--- config.mk ---
export PLATFORM = sky130hd
export DESIGN_NAME = ascii_to_ps2_tx_flat
export DESIGN_NICKNAME = d
export VERILOG_FILES = /design/src/rtl/ascii_to_ps2_tx_if.sv /design/src/rtl/ascii_to_ps2_tx.sv /design/src/flat_wrapper.sv
export SDC_FILE = /design/constraint.sdc
export NUM_CORES = 1
export LEC_CHECK = 0
export CORE_MARGIN = 4
export CORE_UTILIZATION = 55
export CTS_BUF_LIST = sky130_fd_sc_hd__clkbuf_8
export DETAILED_ROUTE_END_ITERATION = 12
export PLACE_DENSITY = 0.77
export SETUP_SLACK_MARGIN = 0.5
export SLEW_MARGIN = 30
export SYNTH_ARGS = -nofsm -noshare
export SYNTH_HDL_FRONTEND = slang
export SYNTH_SLANG_ARGS = --single-unit
--- constraint.sdc ---
create_clock -name clock -period 2.8 [get_ports clock]
set_input_delay 0.56 -clock clock [delete_from_list [all_inputs] [get_ports clock]]
set_output_delay 0.56 -clock clock [all_outputs]
set_load 0.1 [all_outputs]
--- src/rtl/ascii_to_ps2_tx_if.sv ---
// Character handshake between a text producer and the PS/2 keyboard emulator.
interface ascii_to_ps2_tx_if;
  logic [7:0] ascii_in;
  logic       ascii_valid;
  logic       ascii_ready;

  modport master (output ascii_in, output ascii_valid, input ascii_ready);
  modport slave  (input ascii_in, input ascii_valid, output ascii_ready);
endinterface

--- src/rtl/ascii_to_ps2_tx.sv ---
// Keyboard emulator: maps one ASCII character to a set-2 scancode and sends make + break
// (code, F0, code) as device-side PS/2 frames.
module ascii_to_ps2_tx #(
  parameter int unsigned CLK_DIV    = 2500,
  parameter int unsigned GAP_CYCLES = 5000
) (
  input  logic                     clock,
  input  logic                     resetn,
  ascii_to_ps2_tx_if.slave         req,
  output logic                     ps2_clk,
  output logic                     ps2_data,
  output logic                     busy,
  output logic                     unmapped
);

  localparam int unsigned CntMax = (CLK_DIV > GAP_CYCLES) ? CLK_DIV : GAP_CYCLES;
  localparam int unsigned CntW   = $clog2(CntMax) + 1;
  localparam logic [CntW-1:0] HalfLast = CntW'(CLK_DIV - 1);
  localparam logic [CntW-1:0] GapLast  = CntW'(GAP_CYCLES - 1);

  typedef enum logic [1:0] {StIdle, StBitHi, StBitLo, StGap} state_e;

  state_e          state_q, state_d;
  logic [CntW-1:0] cnt_q, cnt_d;
  logic [3:0]      bit_q, bit_d;
  logic [1:0]      idx_q, idx_d;
  logic [7:0]      code_q, code_d;
  logic            mapped_q, mapped_d;
  // Accepted character waiting for its dispatch cycle
  logic            pend_q, pend_d;
  logic            ready_q, ready_d;
  logic            clk_q, clk_d;
  logic            data_q, data_d;
  logic            busy_q, busy_d;
  logic            unm_q, unm_d;
  logic [7:0]      cur_byte;

  // Returns {mapped, scancode}; lower-case letters fold onto upper case.
  function automatic logic [8:0] map_code(input logic [7:0] c);
    logic [7:0] f;
    f = (c >= 8'h61 && c <= 8'h7A) ? c - 8'h20 : c;
    case (f)
      8'h41: map_code = {1'b1, 8'h1C};  8'h42: map_code = {1'b1, 8'h32};
      8'h43: map_code = {1'b1, 8'h21};  8'h44: map_code = {1'b1, 8'h23};
      8'h45: map_code = {1'b1, 8'h24};  8'h46: map_code = {1'b1, 8'h2B};
      8'h47: map_code = {1'b1, 8'h34};  8'h48: map_code = {1'b1, 8'h33};
      8'h49: map_code = {1'b1, 8'h43};  8'h4A: map_code = {1'b1, 8'h3B};
      8'h4B: map_code = {1'b1, 8'h42};  8'h4C: map_code = {1'b1, 8'h4B};
      8'h4D: map_code = {1'b1, 8'h3A};  8'h4E: map_code = {1'b1, 8'h31};
      8'h4F: map_code = {1'b1, 8'h44};  8'h50: map_code = {1'b1, 8'h4D};
      8'h51: map_code = {1'b1, 8'h15};  8'h52: map_code = {1'b1, 8'h2D};
      8'h53: map_code = {1'b1, 8'h1B};  8'h54: map_code = {1'b1, 8'h2C};
      8'h55: map_code = {1'b1, 8'h3C};  8'h56: map_code = {1'b1, 8'h2A};
      8'h57: map_code = {1'b1, 8'h1D};  8'h58: map_code = {1'b1, 8'h22};
      8'h59: map_code = {1'b1, 8'h35};  8'h5A: map_code = {1'b1, 8'h1A};
      8'h20: map_code = {1'b1, 8'h29};
      default: map_code = 9'h000;
    endcase
  endfunction

  // Bit n of an 11-bit frame: start 0, data LSB first, odd parity, stop 1.
  function automatic logic frame_bit(input logic [7:0] b, input logic [3:0] n);
    if (n == 4'd0)       frame_bit = 1'b0;
    else if (n <= 4'd8)  frame_bit = b[3'(n - 4'd1)];
    else if (n == 4'd9)  frame_bit = ~^b;
    else                 frame_bit = 1'b1;
  endfunction

  always_ff @(posedge clock or negedge resetn) begin
    if (!resetn) begin
      state_q  <= StIdle;
      cnt_q    <= '0;
      bit_q    <= '0;
      idx_q    <= '0;
      code_q   <= '0;
      mapped_q <= 1'b0;
      pend_q   <= 1'b0;
      ready_q  <= 1'b1;
      clk_q    <= 1'b1;
      data_q   <= 1'b1;
      busy_q   <= 1'b0;
      unm_q    <= 1'b0;
    end else begin
      state_q  <= state_d;
      cnt_q    <= cnt_d;
      bit_q    <= bit_d;
      idx_q    <= idx_d;
      code_q   <= code_d;
      mapped_q <= mapped_d;
      pend_q   <= pend_d;
      ready_q  <= ready_d;
      clk_q    <= clk_d;
      data_q   <= data_d;
      busy_q   <= busy_d;
      unm_q    <= unm_d;
    end
  end

  always_comb begin
    state_d  = state_q;
    cnt_d    = cnt_q;
    bit_d    = bit_q;
    idx_d    = idx_q;
    code_d   = code_q;
    mapped_d = mapped_q;
    pend_d   = pend_q;
    unique case (state_q)
      StIdle: begin
        if (pend_q) begin
          pend_d = 1'b0;
          if (mapped_q) begin
            state_d = StBitHi;
            cnt_d   = '0;
            bit_d   = '0;
            idx_d   = '0;
          end
        end else if (req.ascii_valid && ready_q) begin
          pend_d             = 1'b1;
          {mapped_d, code_d} = map_code(req.ascii_in);
        end
      end
      StBitHi: begin
        if (cnt_q == HalfLast) begin
          cnt_d   = '0;
          state_d = StBitLo;
        end else begin
          cnt_d = cnt_q + CntW'(1);
        end
      end
      StBitLo: begin
        if (cnt_q == HalfLast) begin
          cnt_d = '0;
          if (bit_q == 4'd10) begin
            state_d = StGap;
          end else begin
            bit_d   = bit_q + 4'd1;
            state_d = StBitHi;
          end
        end else begin
          cnt_d = cnt_q + CntW'(1);
        end
      end
      StGap: begin
        if (cnt_q == GapLast) begin
          cnt_d = '0;
          if (idx_q == 2'd2) begin
            state_d = StIdle;
          end else begin
            idx_d   = idx_q + 2'd1;
            bit_d   = '0;
            state_d = StBitHi;
          end
        end else begin
          cnt_d = cnt_q + CntW'(1);
        end
      end
      default: state_d = StIdle;
    endcase
  end

  // Outputs are derived from the next state so the registered lines change with it.
  always_comb begin
    cur_byte = (idx_d == 2'd1) ? 8'hF0 : code_d;
    ready_d  = (state_d == StIdle) && !pend_d;
    busy_d   = !ready_d;
    unm_d    = (state_q == StIdle) && pend_q && !mapped_q;
    clk_d    = (state_d != StBitLo);
    data_d   = 1'b1;
    if (state_d == StBitHi || state_d == StBitLo) data_d = frame_bit(cur_byte, bit_d);
  end

  assign req.ascii_ready = ready_q;
  assign ps2_clk         = clk_q;
  assign ps2_data        = data_q;
  assign busy            = busy_q;
  assign unmapped        = unm_q;

endmodule
--- src/flat_wrapper.sv ---
// flat-port wrapper written by rule: the top's interface ports become plain ports
module ascii_to_ps2_tx_flat 
#(
  parameter int unsigned CLK_DIV    = 2500,
  parameter int unsigned GAP_CYCLES = 5000
)
  (clock, resetn, ps2_clk, ps2_data, busy, unmapped, req_ascii_in, req_ascii_valid, req_ascii_ready);
  ascii_to_ps2_tx_if req_i ();
  input  logic clock;
  input  logic resetn;
  output logic ps2_clk;
  output logic ps2_data;
  output logic busy;
  output logic unmapped;
  input wire logic [$bits(req_i.ascii_in)-1:0] req_ascii_in;
  input wire logic [$bits(req_i.ascii_valid)-1:0] req_ascii_valid;
  output wire logic [$bits(req_i.ascii_ready)-1:0] req_ascii_ready;
  assign req_i.ascii_in = req_ascii_in;
  assign req_i.ascii_valid = req_ascii_valid;
  assign req_ascii_ready = req_i.ascii_ready;
  ascii_to_ps2_tx #(.CLK_DIV(CLK_DIV), .GAP_CYCLES(GAP_CYCLES)) u_core (.clock(clock), .resetn(resetn), .req(req_i), .ps2_clk(ps2_clk), .ps2_data(ps2_data), .busy(busy), .unmapped(unmapped));
endmodule
* Word-level counts from Yosys, hierarchy flattened
Memories as Yosys holds them, arrays and structs flattened. Index checks and enable logic that the tools add are counted.
Cells by class: add/subtract/negate cells 5, multipliers 0, divide/modulo/power cells 0, order comparisons 4, equal/unequal tests 14, shifts and indexed selects 0, muxes and demuxes 40, bitwise gates (word level) 1, reduce and logical (&&, ||, !) cells 16
Operators by type and width (number):
- $mux W14 | 4
- $pmux W14 S3 | 1
- $mux W8 | 5
- $mux W4 | 6
- $mux W2 | 10
- $add A14 B1 Y14 const B | 1
- $eq A14 B12 Y1 const B | 1
- $eq A14 B13 Y1 const B | 1
- $pmux W4 S3 | 1
- $mux W1 | 9
- $mux W9 | 1
- $eq A2 B2 Y1 const B | 4
- $eq A4 B4 Y1 const B | 2
- $ge A8 B7 Y1 const B | 1
- $le A8 B7 Y1 const B | 1
- $pmux W2 S4 | 1
- $reduce_xnor A8 Y1 | 1
- $sub A8 B6 Y8 const B | 1
- $eq A2 B1 Y1 const B | 3
- $logic_and A1 B1 Y1 | 5
- $add A4 B1 Y4 const B | 1
- $le A4 B4 Y1 const B | 1
- $logic_not A2 Y1 | 2
- $logic_not A4 Y1 | 1
- 13 further kinds | 16
Storage, ports and cells: bits in registers 37, bits in latches 0, bits in writable memories 0, memory bits (read-only) 1024, input port bits 11, output and inout port bits 5, word-level logic and storage cells 93, memories kept 1
Memories:
- (name not given) | words 128, width 8, rd ports 1, clocked after memory_dff 0, write ports 0, RTL line ascii_to_ps2_tx.sv:42 | case (f)

* Depth between registers and ports, before layout
Gate-level depths: netlist of run 1. An unclocked memory read counts as a cell.
word-level depth 14, gate-level depth with buffers 13, gate-level depth less buffers 13

* Worst setup path after synthesis of run 1
Ideal clock, no wire load.
path type reg2reg, start point reg u_core.cnt_q[10], end point reg u_core.data_q, in the netlist u_core.ps2_data, library setup time 90 ps, arrival 2901 ps, data required time 2710 ps, setup slack -191 ps, stages on the path, launching flop included 10, path buffers 0, period minus slack after synthesis 2991 ps, path through dfrtp_1 -> or3_4 -> or4_1 -> o31a_1 -> ha_1 -> mux4_2 -> inv_1 -> nand2_1 -> a31oi_1 -> o211ai_1
Between the ends: cells in the longest elaborated chain, start to end 10, elaborated cells between the ends (all ways) 27, those cells by class add/sub (1); order compare (1); eq/ne (6); mux (16); reduce/logical (3)
Ends and longest elaborated chain:
- start, declared | RTL line ascii_to_ps2_tx.sv:24 | logic [CntW-1:0] cnt_q, cnt_d;
- start signal, assigned | RTL line ascii_to_ps2_tx.sv:85 | cnt_q <= cnt_d;
- branches (longest 9 deep; another with $sub A3 B1 Y3)
- $mux W1 (*) | RTL line ascii_to_ps2_tx.sv:169 | if (state_d == StBitHi || state_d == StBitLo) data_d = frame_bit(cur_byte, bit_d);
- via u_core.data_d | RTL line ascii_to_ps2_tx.sv:33 | logic data_q, data_d;
- end signal, assigned | RTL line ascii_to_ps2_tx.sv:93 | data_q <= data_d;
- end, declared | RTL line ascii_to_ps2_tx.sv:33
Mark *: on every way through the listed nets, which the timed path passes. The select of a mux whose other input is x is not followed. A chain may end at the register's enable or synchronous reset.

* Final worst setup path of run 1
start point reg u_core.cnt_q[3], end point reg u_core.data_q, in the netlist u_core.ps2_data
The elaborated chain is that of the path after synthesis.

==> results of run 1 <==
-- final cells by class --
class,count,share of cell area
multi-input combinational,233,0.478
sequential,37,0.240
timing repair buffer,102,0.208
inverter,23,0.0223
tap,67,0.0216
clock buffer,6,0.0213
clock inverter,2,0.00871
-- flip-flops by register name, summed over array words and instances, names as in the netlist --
name and cells:
u_core.bit_q 4, u_core.busy 1, u_core.cnt_q 14, u_core.code_q 8, u_core.idx_q 2, u_core.mapped_q 1, u_core.pend_q 1, u_core.ps2_clk 1
u_core.ps2_data 1, u_core.req.ascii_ready 1, u_core.state_q 2, u_core.unmapped 1
-- metrics by stage --
stage / worst slack [ns] / std cells / cell area [µm²] / total power [µW] / util
4_1_cts: -0.201 / 466 / 3780 / 2440 / 0.790
6_report: -0.162 / 470 / 3880 / 2540 / 0.811
3_5_place_dp: -0.573 / 443 / 3460 / 1840 / 0.723
5_1_grt: -0.304 / 470 / 3880 / 2670 / 0.811
3_3_place_gp: -0.406 / 443 / 3460 / 1810 / 0.723
2_1_floorplan: -0.0590 / 304 / 2780 / 1450 / -
-- worst max-delay path by stage --
stage / to / slack, ns
floorplan: u_core.ps2_data / -0.06
global placement: u_core.ps2_data / -0.41
detailed placement: u_core.ps2_data / -0.57
CTS: u_core.ps2_data / -0.20
global route: u_core.ps2_data / -0.30
finish: u_core.ps2_data / -0.16
-- repair_timing --
item	in CTS	in global routing
pin swaps	17	10
cloned	1	0
hold endpoints to repair	0	0
gates resized for setup	30	22
buffers inserted	14	4
endpoints found under the setup margin	8	23
-- cells in the final DEF (no fill, tap or decap), types with 4 or more instances in the layout --
cell type / netlist / final
buf_4: 0 / 82
dfrtp_1: 34 / 34
nand2_1: 36 / 33
inv_1: 22 / 18
o21ai_1: 20 / 18
ha_1: 21 / 17
a21oi_1: 16 / 14
nor2_1: 11 / 10
buf_6: 1 / 9
nor3_1: 8 / 8
nand2b_1: 8 / 6
inv_2: 1 / 6
o21ai_0: 6 / 6
nand3_1: 6 / 6
clkbuf_8: 0 / 6
nand4_1: 5 / 5
mux2i_1: 5 / 5
xor2_1: 5 / 5
dlygate4sd2_1: 0 / 5
nand4b_1: 4 / 4
a21o_1: 5 / 4
xnor2_1: 7 / 4
o211ai_1: 4 / 4
-- critical path, stage by stage, from the launching register on --
cell      delay [ns]
dfrtp_1         0.38
or3_4           0.39
or4_4           0.57
and2_4          0.16
o21ai_2         0.10
o31a_1          0.22
ha_4            0.17
mux4_2          0.49
inv_2           0.07
nand2_2         0.05
a31oi_1         0.14
o211ai_1        0.12
-- report_power, final --
part / internal [µW] / switching, µW
clock network: 287 / 196
registers: 642 / 55.3
logic: 571 / 787
total: 1500 / 1040
-- logic make-up (layout without fill, tap and decap cells) --
family,count (synthesis),count (layout)
AND/OR/NAND/NOR,106,106
AO/OA/AOI/OAI,84,84
flip-flops,37,37
buffers and inverters,34,133
adder cells (fa/ha/maj),21,21
XOR/XNOR,12,12
multiplexers,10,10
-- metal layers --
metal,track usage,part of all wire,routed length (µm)
met1,0.345,0.42,3290
met2,0.445,0.50,3910
met3,0.0385,0.061,480
met4,0.0825,0.019,150
met5,0,0,0
==> key figures, run 1 <==
Detailed routing
  • WL/cell: 16.7 µm
  • Vias/cell: 5.89
  • Initial drt markers: 130
  • Routed wire length: 7830 µm
  • Residual DRC: 0
  • Final ANT Viol Nets: 0
  • Vias: 2770
  • Drt first pass iters: 6

Power
  • Cell Pwr Density: 654 nW/µm²
  • Leakage: 0.00183 µW
  • VDD IR-drop max: 680 µV

STA
  • Final period util: 1.06
  • Final hold viol count: 0
  • Final Max Slew Viols: 0
  • Fmax: 338 MHz
  • Clock skew: 0.0107 ns
  • Final Worst Setup Slack: -0.162 ns
  • RSZ-0062 raised after global routing: yes
  • Slew margin rel.: 0.415
  • Worst hold margin: 0.384 ns
  • Setup violators final: 1
  • Fin crit period: 2.96 ns
  • Worst slew pin tran: 0.877 ns
  • Setup TNS Final: -0.162 ns

Synth
  • Synth async-reset ratio: 1.00
  • Post-Syn Nets: 336
  • Cell with the most instances after synthesis: nand2_1
  • Top post-synthesis cells by area: dfrtp_1 31%, ha_1 9.5%, nand2_1 4.9%, o21ai_1 3.6%, inv_1 3.0%
  • Simple-Gate Fraction of Synth Area: 0.216
  • Register area share after synthesis: 0.337
  • Synth Area in XOR/XNOR: 0.0381
  • Distinct cells, synth: 70
  • Main combinational cell family by area after synthesis: simple AND/OR/NAND/NOR gates
  • Synth cell count leaders: 36 x nand2_1, 34 x dfrtp_1, 22 x inv_1
  • Mapped Area: 2760 µm²
  • Leading area contributor after synthesis: dfrtp_1
  • Synthesized-area fraction occupied by adder cells: 0.0952
  • Multiplexer area fraction after synthesis: 0.0508
  • Post-synth EDFFs: 0
  • #FFs+latches synth: 37
  • Post-Synthesis Cells: 304
  • Ys Warns: 0
  • Syn_area_per_cell: 9.08 µm²
  • Top cell type's share of synthesized area: 0.308
  • Ys flop type: dfrtp_1
  • Synth Area in Compound Gates: 0.213

Clock network
  • Clock buffer count from CTS: 5
  • Worst-Skew Late Latency: 0.30 ns
  • Clock sink count: 37
  • CTS root buffer: clkbuf_8
  • H-tree depth: 2
  • Longest Clk Path Bufs: 2
  • CTS tree: yes
  • Clock slew seen by the registers of the worst setup and hold paths: 0.08 ns
  • CTS Hold Bufs: 0

Floorplanning
  • Die span in x: 78.8 µm
  • Chip Height: 78.8 µm
  • DIE AREA: 6210 µm²
  • FP Rows: 25
  • Initial Util: 0.576
  • # IOs: 16
  • Core ar.: 4790 µm²

Final layout
  • Area Overhead vs Synth: 40.6%
  • Fill count: 274
  • Multi-input logic area: 1860 µm²
  • Final nets: 434
  • Share of layout cells above drive strength 1: 0.370
  • Area occupied by registers: 930 µm²
  • Diode count: 0

Place
  • Number of buffers added on ports: 15
  • RD Place Congestion: 0.911
  • Final HPWL DP: 4910 µm

Critical path
  • WS Path Type: flip-flop to flip-flop
  • Cell count of the worst reg-to-reg path: 11
  • Worst r2r src: u_core.cnt_q[3]
  • CP Max Fanout: 5
  • Reg2Reg Setup Slack: -0.16 ns
  • Worst EP required: 3.01 ns
  • Endpoint class of the critical path: flip-flop
  • CP startpoint kind: flip-flop
  • FF-to-FF End: u_core.ps2_data
  • WP data arrival: 3.17 ns
  • CP startpoint: u_core.cnt_q[3]

Global route
  • First-pass GRT wire length: 12900 µm
  • Largest net degree at the start of global routing: 38
  • Initial antenna violation count: 0
  • GRT Total Usage: 0.262
  • Number of global-route vias before repair: 2693
  • Total grt overflow: 0

Status
  • Failing checks: negative setup slack
  • Outcome: finished, violations left

Flow run
  • Max cap viols: 0

Worst hold path
  • Worst Hold Class: input pin to asynchronous set/reset pin
Power figures use the tool's default switching activity.
==> inputs of run 2 (changes only) <==
--- a/config.mk
+++ b/config.mk
@@ -10,6 +10,7 @@
 export CTS_BUF_LIST = sky130_fd_sc_hd__clkbuf_8
 export DETAILED_ROUTE_END_ITERATION = 12
 export PLACE_DENSITY = 0.77
+export RECOVER_POWER = 100
 export SETUP_SLACK_MARGIN = 0.5
 export SLEW_MARGIN = 30
 export SYNTH_ARGS = -nofsm -noshare
==> run 2 against run 1 <==
- the flow finishes with violations (max-capacitance violations, max-slew violations, negative setup slack)
- sequential power barely moved
- setup slack hardly changed
- combinational power is 3% lower
- first-iteration DRC count increased by 8.5%
- clock-buffer cell count stayed put
- routed wire length fell by 0.10%
- worst hold slack gained 0.14 ns
- clock skew is 0.0012 ns lower
- cell count unchanged
- sequential share of layout area increased by 0.15 points
- critical path depth did not move
- critical path type unchanged
- largest cell class unchanged
==> key figures, run 2 (synthesized netlist as in run 1, its figures left out) <==
Place
  • Pre-CTS setup slack: -0.573 ns (unchanged)
  • Final HPWL DP: 4910 µm (unchanged)
  • Post-Place Cell Area: 3460 µm² (unchanged)
  • RD Place Congestion: 0.911 (unchanged)
  • Number of buffers added on ports: 15 (unchanged)

Critical path
  • Reg2Reg Setup Slack: -0.16 ns (about the same)
  • Endpoint class of the critical path: flip-flop
  • Worst r2r src: u_core.cnt_q[3]
  • FF-to-FF End: u_core.ps2_data
  • Cell count of the worst reg-to-reg path: 11 (unchanged)
  • WP data arrival: 3.17 ns (about the same)
  • WS Path Type: flip-flop to flip-flop
  • CP Max Fanout: 5 (unchanged)
  • CP startpoint kind: flip-flop
  • Worst EP required: 3.01 ns (about the same)

Detailed routing
  • Routed wire length: 7820 µm (-0.10%)
  • Initial drt markers: 141 (+8.5%)
  • WL/cell: 16.6 µm (-0.10%)
  • Vias: 2743 (-0.97%)
  • Vias/cell: 5.84 (-0.97%)
  • Final ANT Viol Nets: 0 (unchanged)
  • Residual DRC: 0 (unchanged)
  • Drt first pass iters: 6 (unchanged)

Clock network
  • Worst-Skew Late Latency: 0.29 ns (about the same)
  • H-tree depth: 2 (unchanged)
  • Clock sink count: 37 (unchanged)
  • CTS Hold Bufs: 0 (unchanged)
  • CTS root buffer: clkbuf_8
  • Clock buffer count from CTS: 5 (unchanged)
  • CTS tree: yes
  • Longest Clk Path Bufs: 2 (unchanged)
  • Clock slew seen by the registers of the worst setup and hold paths: 0.08 ns (about the same)

STA
  • Worst slew pin tran: 2.09 ns (+1.21 ns)
  • Final Max Slew Viols: 38 (+38)
  • Setup TNS Final: -0.162 ns (+0.000240 ns)
  • Fin crit period: 2.96 ns (-0.000240 ns)
  • Slew margin rel.: -0.395 (-0.810)
  • Fmax: 338 MHz (about the same)
  • Final hold viol count: 0 (unchanged)
  • Setup violators final: 1 (unchanged)
  • Clock skew: 0.00945 ns (-0.00121 ns)
  • Final Worst Setup Slack: -0.162 ns (+0.000240 ns)
  • Worst hold margin: 0.525 ns (+0.141 ns)
  • Final period util: 1.06 (about the same)
  • RSZ-0062 raised after global routing: yes

Floorplanning
  • # IOs: 16 (unchanged)
  • Chip Height: 78.8 µm (unchanged)
  • DIE AREA: 6210 µm² (unchanged)
  • Core ar.: 4790 µm² (unchanged)
  • Initial Util: 0.576 (unchanged)
  • Die span in x: 78.8 µm (unchanged)
  • FP Rows: 25 (unchanged)

Final layout
  • Share of layout cells above drive strength 1: 0.352 (-0.0174)
  • Largest regs: u_core.cnt_q (14), u_core.code_q (8), u_core.bit_q (4)
  • Diode count: 0 (unchanged)
  • Final Core Density: 0.806 (-0.00497)
  • Final nets: 434 (unchanged)
  • Design Area, Final: 3860 µm² (-0.61%)
  • Fill count: 280 (+2.2%)
  • Most frequent cells in the layout: 75 x buf_4, 34 x dfrtp_1, 33 x nand2_1
  • Biggest register: u_core.cnt_q
  • Commonest non-fill, non-tap cell in the layout: buf_4
  • Area Overhead vs Synth: 39.8%
  • Largest register FFs: 14 (unchanged)

Global route
  • Largest net degree at the start of global routing: 38 (unchanged)
  • First-pass GRT wire length: 12900 µm (unchanged)
  • GRT Total Usage: 0.262 (unchanged)
  • Total grt overflow: 0 (unchanged)
  • Initial antenna violation count: 0 (unchanged)
  • Number of global-route vias before repair: 2693 (unchanged)

Status
  • Failing checks: max-capacitance violations, max-slew violations, negative setup slack
  • Outcome: finished, violations left

Worst hold path
  • Worst Hold Class: flip-flop to flip-flop
  • Worst Hold Launch: u_core.mapped_q
  • Cells on Worst Hold Path: 1
  • Worst hold endpoint: u_core.unmapped

Flow run
  • Max cap viols: 1 (+1)

Power
  • Cell Pwr Density: 647 nW/µm² (-1.0%)
  • Leakage: 0.00181 µW (-1.4%)
  • VDD IR-drop max: 662 µV (-2.7%)
-- run 2: changes by cell type in the layout (fill, tap and decap cells not counted), sizes merged --
cell | before | now
clkbuf | 7 | 15
buf | 93 | 85
-- run 2: layer usage --
layer / GRT usage / up-vias / routed length, µm
met1: 0.345 / 1322 / 3340
met5: 0 / - / 0
met4: 0.0825 / 0 / 148
met2: 0.445 / 105 / 3910
met3: 0.0385 / 17 / 418
li1: - / 1299 / -
-- run 2: worst max path at each step --
stage                     slack [ns]              end              from  depth (start not counted)
after floorplan                -0.06  u_core.ps2_data  u_core.cnt_q[10]                         11
after global placement         -0.41  u_core.ps2_data   req_ascii_in[0]                         12
after detailed placement       -0.57  u_core.ps2_data   req_ascii_in[1]                         12
after CTS                      -0.20  u_core.ps2_data   u_core.cnt_q[3]                         11
after global routing           -0.30  u_core.ps2_data   u_core.cnt_q[3]                         11
final                          -0.16  u_core.ps2_data   u_core.cnt_q[3]                         11
-- run 2: stage by stage --
stage,instances,power [µW]
after floorplan,304,1450
after global placement,443,1810
after detailed placement,443,1840
after CTS,466,2440
after global routing,470,2640
final,470,2500
-- run 2: critical path, stage by stage, from the launching register on --
cell	delay [ns]
dfrtp_1	0.38
or3_4	0.39
or4_4	0.57
and2_4	0.16
o21ai_2	0.11
o31a_1	0.22
ha_4	0.17
mux4_2	0.49
inv_2	0.07
nand2_2	0.05
a31oi_1	0.14
o211ai_1	0.12
-- run 2: where the power goes --
| group | internal, µW | total, µW | switching (µW) | leakage (µW) |
|---|---|---|---|---|
| logic | 539 | 1320 | 781 | 0.00125 |
| clock network | 287 | 480 | 194 | 0.0000626 |
| registers | 642 | 696 | 54.0 | 0.000498 |
-- run 2: area by class of cell --
type / instances / area (µm²) / share of cell area
Timing Repair Buffer: 102 / 785 / 0.203
Inverter: 23 / 86.3 / 0.0224
Clock buffer: 6 / 82.6 / 0.0214
Sequential cell: 37 / 930 / 0.241
Tap cell: 67 / 83.8 / 0.0217
Clock inverter: 2 / 33.8 / 0.00876
Multi-Input combinational cell: 233 / 1860 / 0.481
-- run 2: timing repair --
item / in CTS / in global routing
resized for setup: 30 / 22
gates cloned: 1 / 0
pin swaps: 17 / 10
setup endpoints to repair: 8 / 23
setup buffers: 14 / 4
==> inputs of run 3 (changes only) <==
--- a/config.mk
+++ b/config.mk
@@ -5,10 +5,10 @@
 export SDC_FILE = /design/constraint.sdc
 export NUM_CORES = 1
 export LEC_CHECK = 0
-export CORE_MARGIN = 4
 export CORE_UTILIZATION = 55
 export CTS_BUF_LIST = sky130_fd_sc_hd__clkbuf_8
 export DETAILED_ROUTE_END_ITERATION = 12
+export GPL_ROUTABILITY_DRIVEN = 0
 export PLACE_DENSITY = 0.77
 export RECOVER_POWER = 100
 export SETUP_SLACK_MARGIN = 0.5
==> run 3 against run 2 <==
- fmax decreased by 0.90%
- routed wire length increased by 2.4%
- worst hold slack improved by 0.0096 ns
- die area decreased by 15%
- the flow still finishes with violations (max-capacitance violations, max-slew violations, negative setup slack)
- via count increased by 0.18%
- first-iteration DRC count increased by 20%
- largest cell class unchanged
- critical endpoint unchanged
- clock-buffer cell count decreased by 1
- setup slack got worse by 0.027 ns
==> key figures, run 3 (synthesized netlist as in run 1, its figures left out) <==
Global route
  • Initial antenna violation count: 0 (unchanged)
  • GRT met1 Usage: 0.389 (+0.0438)
  • GRT Total Usage: 0.293 (+0.0312)
  • Largest net degree at the start of global routing: 38 (unchanged)
  • Busiest grt layer: met2
  • Total grt overflow: 0 (unchanged)
  • First-pass GRT wire length: 11900 µm (-8.1%)
  • Number of global-route vias before repair: 2657 (-1.3%)
  • Met2 Track Usage GR: 0.501 (+0.0557)
  • Met3 GRT Util: 0.0442 (+0.00565)

Clock network
  • CTS tree: yes
  • CTS root buffer: clkbuf_8
  • Clock buffer count from CTS: 5 (unchanged)
  • Worst-Skew Late Latency: 0.30 ns (about the same)
  • Clock slew seen by the registers of the worst setup and hold paths: 0.09 ns (about the same)
  • H-tree depth: 2 (unchanged)
  • Clock sink count: 37 (unchanged)
  • CTS Hold Bufs: 0 (unchanged)
  • Longest Clk Path Bufs: 2 (unchanged)

STA
  • Clock skew: 0.00896 ns (-0.000496 ns)
  • Final Worst Setup Slack: -0.189 ns (-0.0270 ns)
  • Final period util: 1.07 (+0.00964)
  • Setup violators final: 1 (unchanged)
  • Worst slew pin tran: 2.02 ns (-0.0691 ns)
  • Fmax: 335 MHz (-0.90%)
  • RSZ-0062 raised after global routing: yes
  • Fin crit period: 2.99 ns (+0.0270 ns)
  • Final hold viol count: 0 (unchanged)
  • Final Max Slew Viols: 38 (unchanged)
  • Slew margin rel.: -0.348 (+0.0460)

Flow run
  • Max cap viols: 1 (unchanged)

Final layout
  • Largest register FFs: 14 (unchanged)
  • Non-filler cells in the finished layout: 465 (-1.1%)
  • Largest regs: u_core.cnt_q (14), u_core.code_q (8), u_core.bit_q (4)
  • Area Overhead vs Synth: 39.1%
  • Fill count: 310 (+11%)
  • Area occupied by registers: 930 µm² (unchanged)
  • Most frequent cells in the layout: 71 x buf_4, 34 x dfrtp_1, 32 x nand2_1
  • Share of layout cells above drive strength 1: 0.362 (+0.00945)
  • Multi-input logic area: 1870 µm² (+0.61%)
  • Commonest non-fill, non-tap cell in the layout: buf_4
  • Biggest register: u_core.cnt_q
  • Diode count: 0 (unchanged)
  • Final nets: 429 (-1.2%)

Power
  • Cell Pwr Density: 657 nW/µm² (+1.5%)
  • VDD IR-drop max: 731 µV (+10%)
  • Leakage: 0.00175 µW (-3.0%)

Floorplanning
  • Core ar.: 4790 µm² (unchanged)
  • DIE AREA: 5300 µm² (-15%)
  • Chip Height: 72.8 µm (-7.6%)
  • Die span in x: 72.8 µm (-7.6%)
  • Initial Util: 0.576 (unchanged)
  • FP Rows: 25 (unchanged)
  • # IOs: 16 (unchanged)

Worst hold path
  • Worst Hold Class: flip-flop to flip-flop

Detailed routing
  • Vias/cell: 5.91 (+1.3%)
  • Final ANT Viol Nets: 0 (unchanged)
  • Routed wire length: 8010 µm (+2.4%)
  • Drt first pass iters: 4 (-2)
  • Residual DRC: 0 (unchanged)
  • Vias: 2748 (+0.18%)
  • WL/cell: 17.2 µm (+3.5%)
  • Initial drt markers: 169 (+20%)

Place
  • Final HPWL DP: 5110 µm (+4.0%)
  • Dpl cells: 440 (-0.68%)
  • Pre-CTS setup slack: -0.512 ns (+0.0607 ns)
  • Number of buffers added on ports: 15 (unchanged)

Critical path
  • WS Path Type: flip-flop to flip-flop
  • CP startpoint kind: flip-flop
  • Endpoint class of the critical path: flip-flop
  • CP Max Fanout: 4 (-1)
  • WP data arrival: 3.21 ns (+0.04 ns)
  • Worst EP required: 3.02 ns (about the same)

Status
  • Failing checks: max-capacitance violations, max-slew violations, negative setup slack
  • Outcome: finished, violations left
## run 3: cell types whose count changed in the layout (fill, tap and decap cells not counted), sizes merged
cell,change
buf,-4
clkinv,+1
clkinvlp,+1
dlymetal6s2s,-1
inv,-1
clkbuf,-3
dlygate4sd2,+2
## run 3: power breakdown
group,internal [µW],leakage (µW),switching (µW),total [µW]
combinational,530,0.00120,807,1340
sequential,642,0.000498,59.8,701
clock,267,0.0000543,217,483
## run 3: what timing repair did
action / CTS / global route
pin swaps: 12 / 12
setup endpoints to repair: 9 / 16
setup buffers: 8 / 9
hold endpoints to repair: 0 / 0
resized for setup: 31 / 26
## run 3: final cells by class
| cell class | instances | area share |
|---|---|---|
| multi-input combinational | 233 | 0.486 |
| sequential | 37 | 0.242 |
| timing repair buffer | 97 | 0.196 |
| inverter | 23 | 0.0231 |
| tap | 67 | 0.0218 |
| clock buffer | 5 | 0.0179 |
| clock inverter | 3 | 0.0121 |
## run 3: worst paths after layout
path                                 start           endpoint  slack [ns]  cells past startpoint
max reg2reg                u_core.cnt_q[1]    u_core.ps2_data       -0.19                     12
min                        u_core.mapped_q    u_core.unmapped        0.53                      1
max                        u_core.cnt_q[1]    u_core.ps2_data       -0.19                     12
min reg2reg                u_core.mapped_q    u_core.unmapped        0.53                      1
max in group asynchronous           resetn  u_core.state_q[0]        0.81                      1
min in group asynchronous           resetn    u_core.idx_q[0]        0.82                      1
## run 3: layer usage
layer	wire length [µm]	share of wire
met5	0	0
met4	116	0.014
met3	307	0.038
met2	4080	0.51
met1	3510	0.44
## run 3: critical path: stages (launching register included)
cell,delay (ns)
dfrtp_1,0.39
ha_2,0.21
nand4b_1,0.19
or4_4,0.57
and2_4,0.16
o21ai_2,0.10
o31a_1,0.23
ha_4,0.17
mux4_2,0.51
inv_2,0.07
nand2_2,0.05
a31oi_1,0.15
o211ai_1,0.11
## run 3: through the flow
| step | hold slack, ns | TNS (ns) | cell area (µm²) | total power [µW] | utilization |
|---|---|---|---|---|---|
| floorplan | 0.264 | -0.0590 | 2780 | 1450 | - |
| detailed placement | 0.505 | -0.582 | 3440 | 1850 | 0.718 |
| global placement | 0.486 | -0.404 | 3440 | 1810 | 0.718 |
| finish | 0.535 | -0.189 | 3840 | 2520 | 0.802 |
| CTS | 0.388 | -0.144 | 3700 | 2360 | 0.773 |
| global route | 0.582 | -0.243 | 3840 | 2610 | 0.802 |
